File: config.mk
export PLATFORM = sky130hd
export DESIGN_NAME = xy2_src_arbiter
export DESIGN_NICKNAME = d
export VERILOG_FILES = /design/src/rtl/xy2_src_arbiter.sv
export SDC_FILE = /design/constraint.sdc
export NUM_CORES = 1
export LEC_CHECK = 0
export CORE_MARGIN = 2
export CORE_UTILIZATION = 39
export DETAILED_ROUTE_END_ITERATION = 12
export HOLD_SLACK_MARGIN = 0.06
export PLACE_DENSITY = 0.82
export RECOVER_POWER = 25
export SETUP_SLACK_MARGIN = 0.1
export SYNTH_ARGS = -nofsm -noshare
export SYNTH_HDL_FRONTEND = slang
export SYNTH_SLANG_ARGS = --single-unit
File: constraint.sdc
create_clock -name clk -period 2.4 [get_ports clk]
set_input_delay 0.72 -clock clk [delete_from_list [all_inputs] [get_ports clk]]
set_output_delay 0.72 -clock clk [all_outputs]
set_load 0.02 [all_outputs]
File: src/rtl/xy2_src_arbiter.sv
// xy2_src_arbiter: N-channel XY2-100 source arbiter with safe-point switching (drain + blanking guard).
// Optional macro XY2_PARK_EN: IDLE drives PARK_X/PARK_Y instead of holding the last coordinates.
module xy2_src_arbiter #(
   parameter int                 NUM_CH    = 4,
   parameter int                 COORD_W   = 16,
   parameter int                 DRAIN_MAX = 64,
   parameter int                 GUARD_CYC = 4,
   parameter logic [COORD_W-1:0] PARK_X    = 16'h8000,
   parameter logic [COORD_W-1:0] PARK_Y    = 16'h8000
) (
   input  logic                        clk,
   input  logic                        reset,
   input  logic [NUM_CH-1:0]           ch_en,
   input  logic [NUM_CH-1:0]           ch_send,
   input  logic [NUM_CH*COORD_W-1:0]   ch_x,
   input  logic [NUM_CH*COORD_W-1:0]   ch_y,
   output logic                        out_send,
   output logic [COORD_W-1:0]          out_x,
   output logic [COORD_W-1:0]          out_y,
   output logic [$clog2(NUM_CH)-1:0]   active_ch,
   output logic                        active_valid,
   output logic                        busy_switch
);

   localparam int CH_W    = $clog2(NUM_CH);
   localparam int CNT_MAX = (DRAIN_MAX > GUARD_CYC) ? DRAIN_MAX : GUARD_CYC;
   localparam int CNT_W   = $clog2(CNT_MAX + 1);

   typedef enum logic [1:0] {
      ST_IDLE   = 2'd0,
      ST_ACTIVE = 2'd1,
      ST_DRAIN  = 2'd2,
      ST_GUARD  = 2'd3
   } state_t;

   state_t               r_state;
   logic [NUM_CH-1:0]    r_en_q;
   logic [NUM_CH-1:0]    r_pend;
   logic [CNT_W-1:0]     r_cnt;
   logic                 r_out_send;
   logic [COORD_W-1:0]   r_out_x;
   logic [COORD_W-1:0]   r_out_y;
   logic [CH_W-1:0]      r_active_ch;
   logic                 r_active_valid;
   logic                 r_busy;

   logic [NUM_CH-1:0]    w_rise;
   logic [NUM_CH-1:0]    w_owner_mask;
   logic [NUM_CH-1:0]    w_pend_nxt;
   logic [NUM_CH-1:0]    w_grant_oh;
   logic [CH_W-1:0]      w_grant;
   logic                 w_sel_send;
   logic [COORD_W-1:0]   w_sel_x;
   logic [COORD_W-1:0]   w_sel_y;
   logic                 w_en_owner;
   logic                 w_drain_done;
   logic                 w_guard_done;
   logic [CNT_W-1:0]     w_cnt_inc;

   assign w_rise       = ch_en & ~r_en_q;
   assign w_sel_send   = ch_send[r_active_ch];
   assign w_sel_x      = ch_x[int'(r_active_ch) * COORD_W +: COORD_W];
   assign w_sel_y      = ch_y[int'(r_active_ch) * COORD_W +: COORD_W];
   assign w_en_owner   = ch_en[r_active_ch];
   assign w_drain_done = ~w_sel_send | (r_cnt == CNT_W'(DRAIN_MAX - 1));
   assign w_guard_done = (r_cnt == CNT_W'(GUARD_CYC - 1));
   assign w_cnt_inc    = (r_cnt == {CNT_W{1'b1}}) ? r_cnt : r_cnt + CNT_W'(1);

   // A re-rise from the channel that still owns the path must not queue it again
   always_comb begin
      w_owner_mask = '0;
      if (r_state == ST_ACTIVE || r_state == ST_DRAIN) begin
         w_owner_mask[r_active_ch] = 1'b1;
      end else begin
         w_owner_mask = '0;
      end
   end

   // Fixed priority: isolate the lowest set pending bit and encode it
   always_comb begin
      w_grant_oh = r_pend & (~r_pend + NUM_CH'(1));
      w_grant    = '0;
      for (int i = 0; i < NUM_CH; i++) begin
         w_grant = w_grant | (w_grant_oh[i] ? CH_W'(i) : CH_W'(0));
      end
   end

   // Next pending vector: set on rise, dropped as soon as the channel lets go of ch_en
   always_comb begin
      w_pend_nxt = (r_pend | (w_rise & ~w_owner_mask)) & ch_en;
   end

`ifndef XY2_PARK_EN
   logic w_unused_park;
   assign w_unused_park = ^{PARK_X, PARK_Y};
`endif

   // Arbitration FSM with registered pass-through outputs
   always_ff @(posedge clk) begin
      if (reset) begin
         r_state        <= ST_IDLE;
         r_en_q         <= '0;
         r_pend         <= '0;
         r_cnt          <= '0;
         r_out_send     <= 1'b0;
         r_out_x        <= '0;
         r_out_y        <= '0;
         r_active_ch    <= '0;
         r_active_valid <= 1'b0;
         r_busy         <= 1'b0;
      end else begin
         r_en_q <= ch_en;
         r_pend <= w_pend_nxt;
         case (r_state)
            ST_IDLE: begin
               r_out_send <= 1'b0;
`ifdef XY2_PARK_EN
               r_out_x <= PARK_X;
               r_out_y <= PARK_Y;
`endif
               if (|r_pend) begin
                  r_state        <= ST_ACTIVE;
                  r_active_ch    <= w_grant;
                  r_pend         <= w_pend_nxt & ~w_grant_oh;
                  r_active_valid <= 1'b1;
                  r_busy         <= 1'b0;
               end
            end
            ST_ACTIVE: begin
               r_out_send <= w_sel_send;
               r_out_x    <= w_sel_x;
               r_out_y    <= w_sel_y;
               if ((|r_pend) || !w_en_owner) begin
                  r_state <= ST_DRAIN;
                  r_cnt   <= '0;
                  r_busy  <= 1'b1;
               end
            end
            ST_DRAIN: begin
               r_out_send <= w_sel_send;
               r_out_x    <= w_sel_x;
               r_out_y    <= w_sel_y;
               if (w_drain_done) begin
                  r_cnt <= '0;
                  if (GUARD_CYC == 0) begin
                     r_busy <= 1'b0;
                     if (|r_pend) begin
                        r_state        <= ST_ACTIVE;
                        r_active_ch    <= w_grant;
                        r_pend         <= w_pend_nxt & ~w_grant_oh;
                        r_active_valid <= 1'b1;
                     end else begin
                        r_state        <= ST_IDLE;
                        r_active_valid <= 1'b0;
                     end
                  end else begin
                     r_state        <= ST_GUARD;
                     r_active_valid <= 1'b0;
                  end
               end else begin
                  r_cnt <= w_cnt_inc;
               end
            end
            ST_GUARD: begin
               r_out_send <= 1'b0;
               if (w_guard_done) begin
                  r_cnt  <= '0;
                  r_busy <= 1'b0;
                  if (|r_pend) begin
                     r_state        <= ST_ACTIVE;
                     r_active_ch    <= w_grant;
                     r_pend         <= w_pend_nxt & ~w_grant_oh;
                     r_active_valid <= 1'b1;
                  end else begin
                     r_state        <= ST_IDLE;
                     r_active_valid <= 1'b0;
                  end
               end else begin
                  r_cnt <= w_cnt_inc;
               end
            end
            default: begin
               r_state <= ST_IDLE;
            end
         endcase
      end
   end

   assign out_send     = r_out_send;
   assign out_x        = r_out_x;
   assign out_y        = r_out_y;
   assign active_ch    = r_active_ch;
   assign active_valid = r_active_valid;
   assign busy_switch  = r_busy;

endmodule

### Word level (Yosys, flattened, before mapping)

Cells that the tools add are included.

| storage, ports and cells | value |
|---|---|
| word-level logic and storage cells | 94 |
| input bits | 138 |
| output and inout bits | 37 |
| bits in registers | 54 |

| cells by class | value |
|---|---|
| add/subtract/negate cells | 2 |
| $lt $le $gt $ge | 2 |
| equal/unequal tests | 10 |
| muxes and demuxes | 37 |
| bitwise operators | 14 |
| reductions and logical operators | 17 |
| shifts and indexed selects | 2 |

Operators by type and width:

| kind | number |
|---|---|
| variable part select 64 x 7 -> 16 bit | 2 |
| 2-to-1 mux 7 bit | 4 |
| case mux 7 bit (3 select lines) | 1 |
| bitwise AND 4 bit | 5 |
| 2-to-1 mux 2 bit | 8 |
| inverter 4 bit | 4 |
| 2-to-1 mux 1 bit | 12 |
| 2-to-1 mux 4 bit | 3 |
| AND reduction 4 bit | 3 |
| nonzero test 3 bit | 3 |
| case mux 2 bit (4 select lines) | 1 |
| case mux 4 bit (2 select lines) | 1 |
| adder 7 x 1 -> 7 bit (second input constant) | 1 |
| == test 7 x 2 -> 1 bit (second input constant) | 1 |
| == test 7 x 6 -> 1 bit (second input constant) | 1 |
| == test 7 bit (second input constant) | 1 |
| inequality test 2 bit (second input constant) | 3 |
| case mux 1 bit (3 select lines) | 2 |
| adder 4 x 1 -> 4 bit (second input constant) | 1 |
| binary-select mux 1 bit (select 2 bit) | 2 |
| == test 2 bit (second input constant) | 2 |
| bitwise OR 4 bit | 1 |
| case mux 2 bit (2 select lines) | 1 |
| AND reduction 2 bit | 2 |
| other kinds (17) | 19 |

### Depth between registers and ports, before layout

Gate-level depths: netlist of the first run.

| depth | value |
|---|---|
| word-level depth | 13 |
| gate-level depth with buffers | 8 |
| gate-level depth less buffers | 7 |

### Worst setup path after synthesis of the first run

No wires, ideal clock.

| path | value |
|---|---|
| path type | input to register |
| from | input ch_send[3] |
| to | register r_active_valid, in the netlist active_valid |
| setup slack | 0.379 ns |
| data required time | 2.286 ns |
| path buffers | 0 |
| arrival | 1.906 ns |
| library setup time | 0.114 ns |
| stages on the path | 5 |
| cells stage by stage | mux4_2 o311a_2 a2111oi_4 mux2i_1 nor2_1 |

| between the ends | value |
|---|---|
| word-level cells in the longest chain between the ends | 6 |

Ends and longest elaborated chain:

| element | RTL line | source |
|---|---|---|
| from (decl) | 14 | `input logic [NUM_CH-1:0] ch_send,` |
| binary-select mux 1 bit (select 2 bit) | 61 | `assign w_sel_send = ch_send[r_active_ch];` |
| 2-to-1 mux 1 bit (not written as such) | 61 |  |
| inverter 1 bit | 65 | `assign w_drain_done = ~w_sel_send \| (r_cnt == CNT_W'(DRAIN_MAX - 1));` |
| bitwise OR 1 bit | 65 |  |
| inequality test 2 bit (no line) | -- |  |
| AND reduction 4 bit (no line) | -- |  |
| to (signal assigned) | 109 | `r_active_valid <= 1'b0;` |
| to (signal assigned) | 125 | `r_active_valid <= 1'b1;` |
| to (signal assigned) | 151 | `r_active_valid <= 1'b1;` |
| to (decl) | 44 | `logic r_active_valid;` |

Every way passes these cells. The select of a mux whose other input is x is not followed.
A chain may end at the register's enable or synchronous reset.

### Worst setup path after layout of the first run

Same ends and word-level chain as after synthesis.

==> impl_metrics.ini, run 1 <==
[run_status]
run_status = complete, no violations

[clock_tree]
worstSkewPairLatency_ns = 0.30
cts_resized = 0
clockRootBuffer = clkbuf_8
clock_path_buffers = 2
cts_tree = built
clk_pin_slew_ns = 0.09
htree_levels = 2
cts_sinks = 54
cts_setup_buffers = 0
ctsHoldBuffers = 0
cts_buffers = 5

[synthesis]
yosysMostFrequentCell = dfxtp_1
synth_ff_type = dfxtp_1
ys_seq_elements = 54
synth_nets = 423
ys_seq_area_frac = 0.347
yosys-top-cells-area = dfxtp_1, mux4_2, mux2i_1
synth_top_area_share = 0.347
avgSynthCellArea_sq_um = 11.2
synth-edff-count = 0
yosysWarnings = 0
synthDistinctLibCells = 46
synth_area_sq_mm = 0.00312
syn_inst = 279
yosysTopAreaCell = dfxtp_1
async_flop_share = 0
synth_common_cells = dfxtp_1, nor2_1, mux2i_1

[die]
die_h_um = 93.4
rows = 32
fp.dieW_um = 93.4
die_area_sq_mm = 0.00872
start_util = 0.403
core_area_sq_mm = 0.00773
ios = 175

[min_path]
hp-start = out_x[14]
holdPathEnd = out_x[14]
hold_path.class = reg2reg
holdPathStages = 2

[placement]
dp_hpwl_um = 7420
place_area_sq_mm = 0.00493
globalplace.congestion = 0.837
dp_cells = 539
place_ws_ns = -0.128
io_buffers = 174

[critical_path]
worstPathArrival_ns = 2.40
path_max_fanout = 4
crit_path_max_incr_delay_ns = 0.49
r2r-end = active_valid
cp_slowest_cell = mux4_2
path_cells = clkdlybuf4s50_1, mux4_2, o311a_2, a2111oi_4, mux2i_1, nor2_1
cpLargestDelayFamily = multiplexers
end_kind = register
cp-startpoint = ch_send[3]
reg2reg_slack_ns = 0.25
cp-start-kind = primary input
rr_startpoint = r_cnt[1]
cp.buffers_inverters = 1
crit_required_ns = 2.58
rr_worst_depth = 6
critPathKind = in2reg

[pwr]
leakage_nw = 1.78
p_total_mw = 5.46
p_per_area_mw_per_mm2 = 1090
ir_drop_mv = 0.580

[grt]
grt_pass1_wl_um = 14500
gr-usage-all-layers = 0.211
overflow = 0
grt_antenna_before_repair = 0
grt_max_degree = 39
first_global_vias = 3054

[cells_and_area]
layout-drive-gt1-share = 0.128
final_nets = 588
syn_to_final_growth_pct = 60.4
final_cells = 546
utilization = 0.647
n_antenna_cell = 0
final_cell_area_sq_mm = 0.00500
nFillCells = 601

[timing]
layout_setup_ws_ns = 0.186
slew_viol_final = 0
finClkSkew_ns = 0.00598
worstMarginPinSlew_ns = 0.716
fmax_mhz = 452
setup_viol = 0
layout_min_cycle_time_ns = 2.21
relSlewSlack = 0.523
timing_hold_violations_final = 0
rsz0062_at_grt = no
min_period_over_period = 0.922

[route]
wirelength_um = 9200
dr_wl_met3_um = 541
viasPerCell = 5.27
drc = 0
wire_per_inst_um = 16.8
drtPass1Iterations = 4
met2_length_um = 5220
met1Wirelength_um = 3320
top_layer = met4
antenna_left = 0
num_vias = 2880
drt_iter0_drc = 70

[flow_run]
maxCapViolations = 0
[metrics by stage]
step	TNS [ns]	hold WS (ns)
2_1_floorplan	0	0.501
3_3_place_gp	-0.120	0.473
3_5_place_dp	-0.301	0.483
4_1_cts	0	0.506
5_1_grt	0	0.542
6_report	0	0.498
[registers in the layout, summed over array words and instances, names as in the netlist]
name	count
r_cnt	7
busy_switch	1
out_send	1
out_x	16
out_y	16
active_ch	2
active_valid	1
r_en_q	4
r_pend	4
r_state	2
[where the power goes]
part / internal, mW / switching, mW
Sequential: 1.21 / 0.224
Clock: 0.201 / 0.290
Combinational: 1.85 / 1.68
Total: 3.27 / 2.19
[cell usage in the layout, fill, tap and decap left out, types with 2 or more instances in the layout]
| master | n |
|---|---|
| clkdlybuf4s50_1 | 169 |
| a211oi_1 | 5 |
| a21oi_1 | 9 |
| dfxtp_1 | 52 |
| nor2b_1 | 4 |
| nor3_1 | 2 |
| nand4_1 | 4 |
| dfxtp_2 | 2 |
| o21bai_1 | 2 |
| nor2_1 | 39 |
| o21ai_0 | 9 |
| buf_4 | 4 |
| mux4_2 | 33 |
| nand2b_1 | 4 |
| ha_1 | 4 |
| nand2_1 | 7 |
| clkbuf_8 | 5 |
| mux2i_1 | 35 |
| nand3_1 | 4 |
| dlygate4sd3_1 | 4 |
| a31oi_1 | 7 |
| inv_1 | 9 |
| a41o_1 | 2 |
| ha_2 | 2 |
[worst max-delay path by stage]
stage | end | slack [ns] | cells after the start
3_3_place_gp | active_valid | -0.11 | 6
2_1_floorplan | active_valid | 0.38 | 5
6_report | active_valid | 0.19 | 6
4_1_cts | active_ch[1] | 0.18 | 1
5_1_grt | r_cnt[6] | 0.06 | 7
3_5_place_dp | active_valid | -0.13 | 6
[cell type report]
| cell class | count | area, sq um | share of cell area |
|---|---|---|---|
| multi-input cells | 194 | 1880 | 0.376 |
| repair buffers | 180 | 1790 | 0.359 |
| flip-flops and latches | 54 | 1080 | 0.217 |
| well taps | 102 | 128 | 0.0255 |
| clock buffers | 6 | 72.6 | 0.0145 |
| inverters | 9 | 33.8 | 0.00676 |
| clock inverters | 1 | 7.51 | 0.00150 |
[worst register-to-register path: stages, from the launching register on]
cell	delay (ns)
dfxtp_1	0.41
ha_2	0.25
or4b_4	0.48
o31a_4	0.34
a2111oi_4	0.29
mux2i_1	0.22
nor2_1	0.05
[cell families (layout without fill, tap and decap cells)]
group | count (synthesis) | count (layout) | synth area share
AND/OR/NAND/NOR | 72 | 72 | 0.114
multiplexers | 68 | 68 | 0.351
flip-flops | 54 | 54 | 0.347
AO/OA/AOI/OAI | 48 | 48 | 0.113
buffers and inverters | 31 | 196 | 0.0514
adder cells (fa/ha/maj) | 6 | 6 | 0.0241
[metal layers]
layer | vias to the layer above | global-route usage
li1 | 1383 | -
met1 | 1382 | 0.235
met2 | 106 | 0.400
met3 | 9 | 0.0451
met4 | 0 | 0.0576
met5 | - | 0
No activity file was read; power rests on OpenSTA's default activity.
==> run 2: changes to the inputs <==
--- a/config.mk
+++ b/config.mk
@@ -5,11 +5,13 @@
 export SDC_FILE = /design/constraint.sdc
 export NUM_CORES = 1
 export LEC_CHECK = 0
+export CORE_ASPECT_RATIO = 2
 export CORE_MARGIN = 2
-export CORE_UTILIZATION = 39
+export CORE_UTILIZATION = 40
+export CTS_BUF_LIST = sky130_fd_sc_hd__clkbuf_2 sky130_fd_sc_hd__clkbuf_4 sky130_fd_sc_hd__clkbuf_8
 export DETAILED_ROUTE_END_ITERATION = 12
-export HOLD_SLACK_MARGIN = 0.06
-export PLACE_DENSITY = 0.82
+export HOLD_SLACK_MARGIN = 0.05
+export PLACE_DENSITY = 0.84
 export RECOVER_POWER = 25
 export SETUP_SLACK_MARGIN = 0.1
 export SYNTH_ARGS = -nofsm -noshare
==> run 2 against run 1 <==
  * Non-clock buffer count is 4 higher
  * Die area fell by 1.9%
  * Largest cell class unchanged
  * Final area grew 0.23%
==> impl_metrics.ini, run 2 (same netlist as run 1, synthesis figures left out) <==
[grt]
grt_antenna_before_repair = 0
first_global_vias = 3234
grt_pass1_wl_um = 15000
overflow = 0
gr-usage-all-layers = 0.229
grt_max_degree = 26

[critical_path]
cpLargestDelayFamily = buffers and inverters
path_cells = clkdlybuf4s50_1, mux4_2, o311a_2, buf_4, nor2_2, a211oi_1, a41o_1
reg2reg_slack_ns = 0.18
cp.buffers_inverters = 2
rr_worst_depth = 6
path_max_fanout = 5
r2r-end = active_valid
end_kind = register
worstPathArrival_ns = 2.44
crit_path_max_incr_delay_ns = 0.49
cp-start-kind = primary input
crit_required_ns = 2.62
cp_slowest_cell = mux4_2
rr_startpoint = r_cnt[1]
critPathKind = in2reg

[placement]
dp_hpwl_um = 7880
io_buffers = 174
globalplace.congestion = 0.863
place_area_sq_mm = 0.00492
place_ws_ns = -0.139

[die]
core_area_sq_mm = 0.00760
start_util = 0.410
die_area_sq_mm = 0.00856
fp.dieW_um = 66.4
ios = 175
rows = 45
die_h_um = 129

[clock_tree]
cts_setup_buffers = 0
ctsHoldBuffers = 0
htree_levels = 2
cts_sinks = 54
clockRootBuffer = clkbuf_8
cts_buffers = 5
clk_pin_slew_ns = 0.10
cts_tree = built
clock_path_buffers = 2
worstSkewPairLatency_ns = 0.32
cts_resized = 0

[cells_and_area]
syn_to_final_growth_pct = 60.8
final_cell_area_sq_mm = 0.00501
multi_input_area_sq_mm = 0.00188
final_nets = 592
layout-drive-gt1-share = 0.134
final_cell_mix = clkdlybuf4s50_1, dfxtp_1, nor2_1, mux2i_1, mux4_2
n_antenna_cell = 0
nFillCells = 622
layout_commonest_cell = clkdlybuf4s50_1
final-seq-area_sq_mm = 0.00108

[timing]
worstMarginPinSlew_ns = 0.578
timing_hold_violations_final = 0
rsz0062_at_grt = no
finClkSkew_ns = 0.00241
layout_setup_ws_ns = 0.180
layout_min_cycle_time_ns = 2.22
fin_tns_setup_ns = 0
relSlewSlack = 0.615
slew_viol_final = 0
setup_viol = 0
min_period_over_period = 0.925
fmax_mhz = 450

[pwr]
p_per_area_mw_per_mm2 = 1100
power.switching_mw = 2.24
leakage_nw = 1.81
p_int_mw = 3.26
power_frac_seq = 0.257
p_clk_frac = 0.099
swShare = 0.407
comb_power_share = 0.644
ir_drop_mv = 0.616

[flow_run]
maxCapViolations = 0

[route]
antenna_left = 0
num_vias = 2984
wirelength_um = 9550
wire_per_inst_um = 17.6
drtPass1Iterations = 4
drt_iter0_drc = 177
viasPerCell = 5.50
drc = 0

[min_path]
holdPathStages = 2
hp-start = out_y[6]
holdPathEnd = out_y[6]
hold_path.class = reg2reg

[run_status]
run_status = complete, no violations
run 2: changes by cell type in the layout (fill, tap and decap cells not counted), moves of 2 or more:
| cell | delta |
|---|---|
| ha_2 | -2 |
| buf_4 | +4 |
| clkbuf_2 | +2 |
| ha_1 | +2 |
run 2: worst max-delay path by stage:
stage | start | to | slack, ns | cells after the start
2_1_floorplan | ch_send[3] | active_valid | 0.38 | 5
3_3_place_gp | ch_send[3] | active_valid | -0.11 | 6
3_5_place_dp | ch_send[3] | r_state[1] | -0.14 | 7
4_1_cts | ch_send[3] | r_state[1] | 0.18 | 7
5_1_grt | ch_send[3] | r_state[1] | 0.12 | 7
6_report | ch_send[3] | r_state[1] | 0.18 | 7
run 2: worst reg2reg max path: stages, from the launching register on:
cell and delay (ns):
dfxtp_1 0.42, ha_1 0.28, or4b_4 0.50, o31a_4 0.34, a2111oi_4 0.30, mux2i_1 0.22, nor2_1 0.05
run 2: per-layer routing:
metal	vias up	part of all wire	track usage
met5	-	0	0
met4	0	0.045	0.118
met3	32	0.059	0.0490
met2	131	0.58	0.442
met1	1430	0.32	0.214
li1	1391	-	-
run 2: cell type report:
cell class | instances | share of cell area
Clock buffer | 6 | 0.0165
Clock inverter | 2 | 0.00250
Inverter | 9 | 0.00674
Multi-Input combinational cell | 194 | 0.374
Sequential cell | 54 | 0.216
Tap cell | 94 | 0.0235
Timing Repair Buffer | 184 | 0.361
run 2: power groups by stage:
stage                     Clock [mW]  Combinational (mW)  Sequential [mW]
after detailed placement           0                3.59             1.44
after floorplan                    0                2.09             1.73
after global routing           0.584                3.81             1.46
final                          0.542                3.55             1.41
after CTS                      0.561                3.61             1.42
after global placement             0                3.51             1.42
run 2: metrics by stage:
step / utilization / std cells / hold WS [ns] / power [mW]
5_1_grt: 0.659 / 543 / 0.522 / 5.85
6_report: 0.659 / 543 / 0.500 / 5.50
3_5_place_dp: 0.648 / 535 / 0.485 / 5.03
4_1_cts: 0.660 / 543 / 0.509 / 5.59
3_3_place_gp: 0.648 / 535 / 0.472 / 4.93
2_1_floorplan: - / 279 / 0.501 / 3.81
==> run 3: changes to the inputs <==
--- a/config.mk
+++ b/config.mk
@@ -9,6 +9,7 @@
 export CORE_MARGIN = 2
 export CORE_UTILIZATION = 40
 export CTS_BUF_LIST = sky130_fd_sc_hd__clkbuf_2 sky130_fd_sc_hd__clkbuf_4 sky130_fd_sc_hd__clkbuf_8
+export CTS_CLUSTER_DIAMETER = 30
 export DETAILED_ROUTE_END_ITERATION = 12
 export HOLD_SLACK_MARGIN = 0.05
 export PLACE_DENSITY = 0.84
==> results of run 3 <==
Final layout, timing and power as in run 2 (identical DEF).
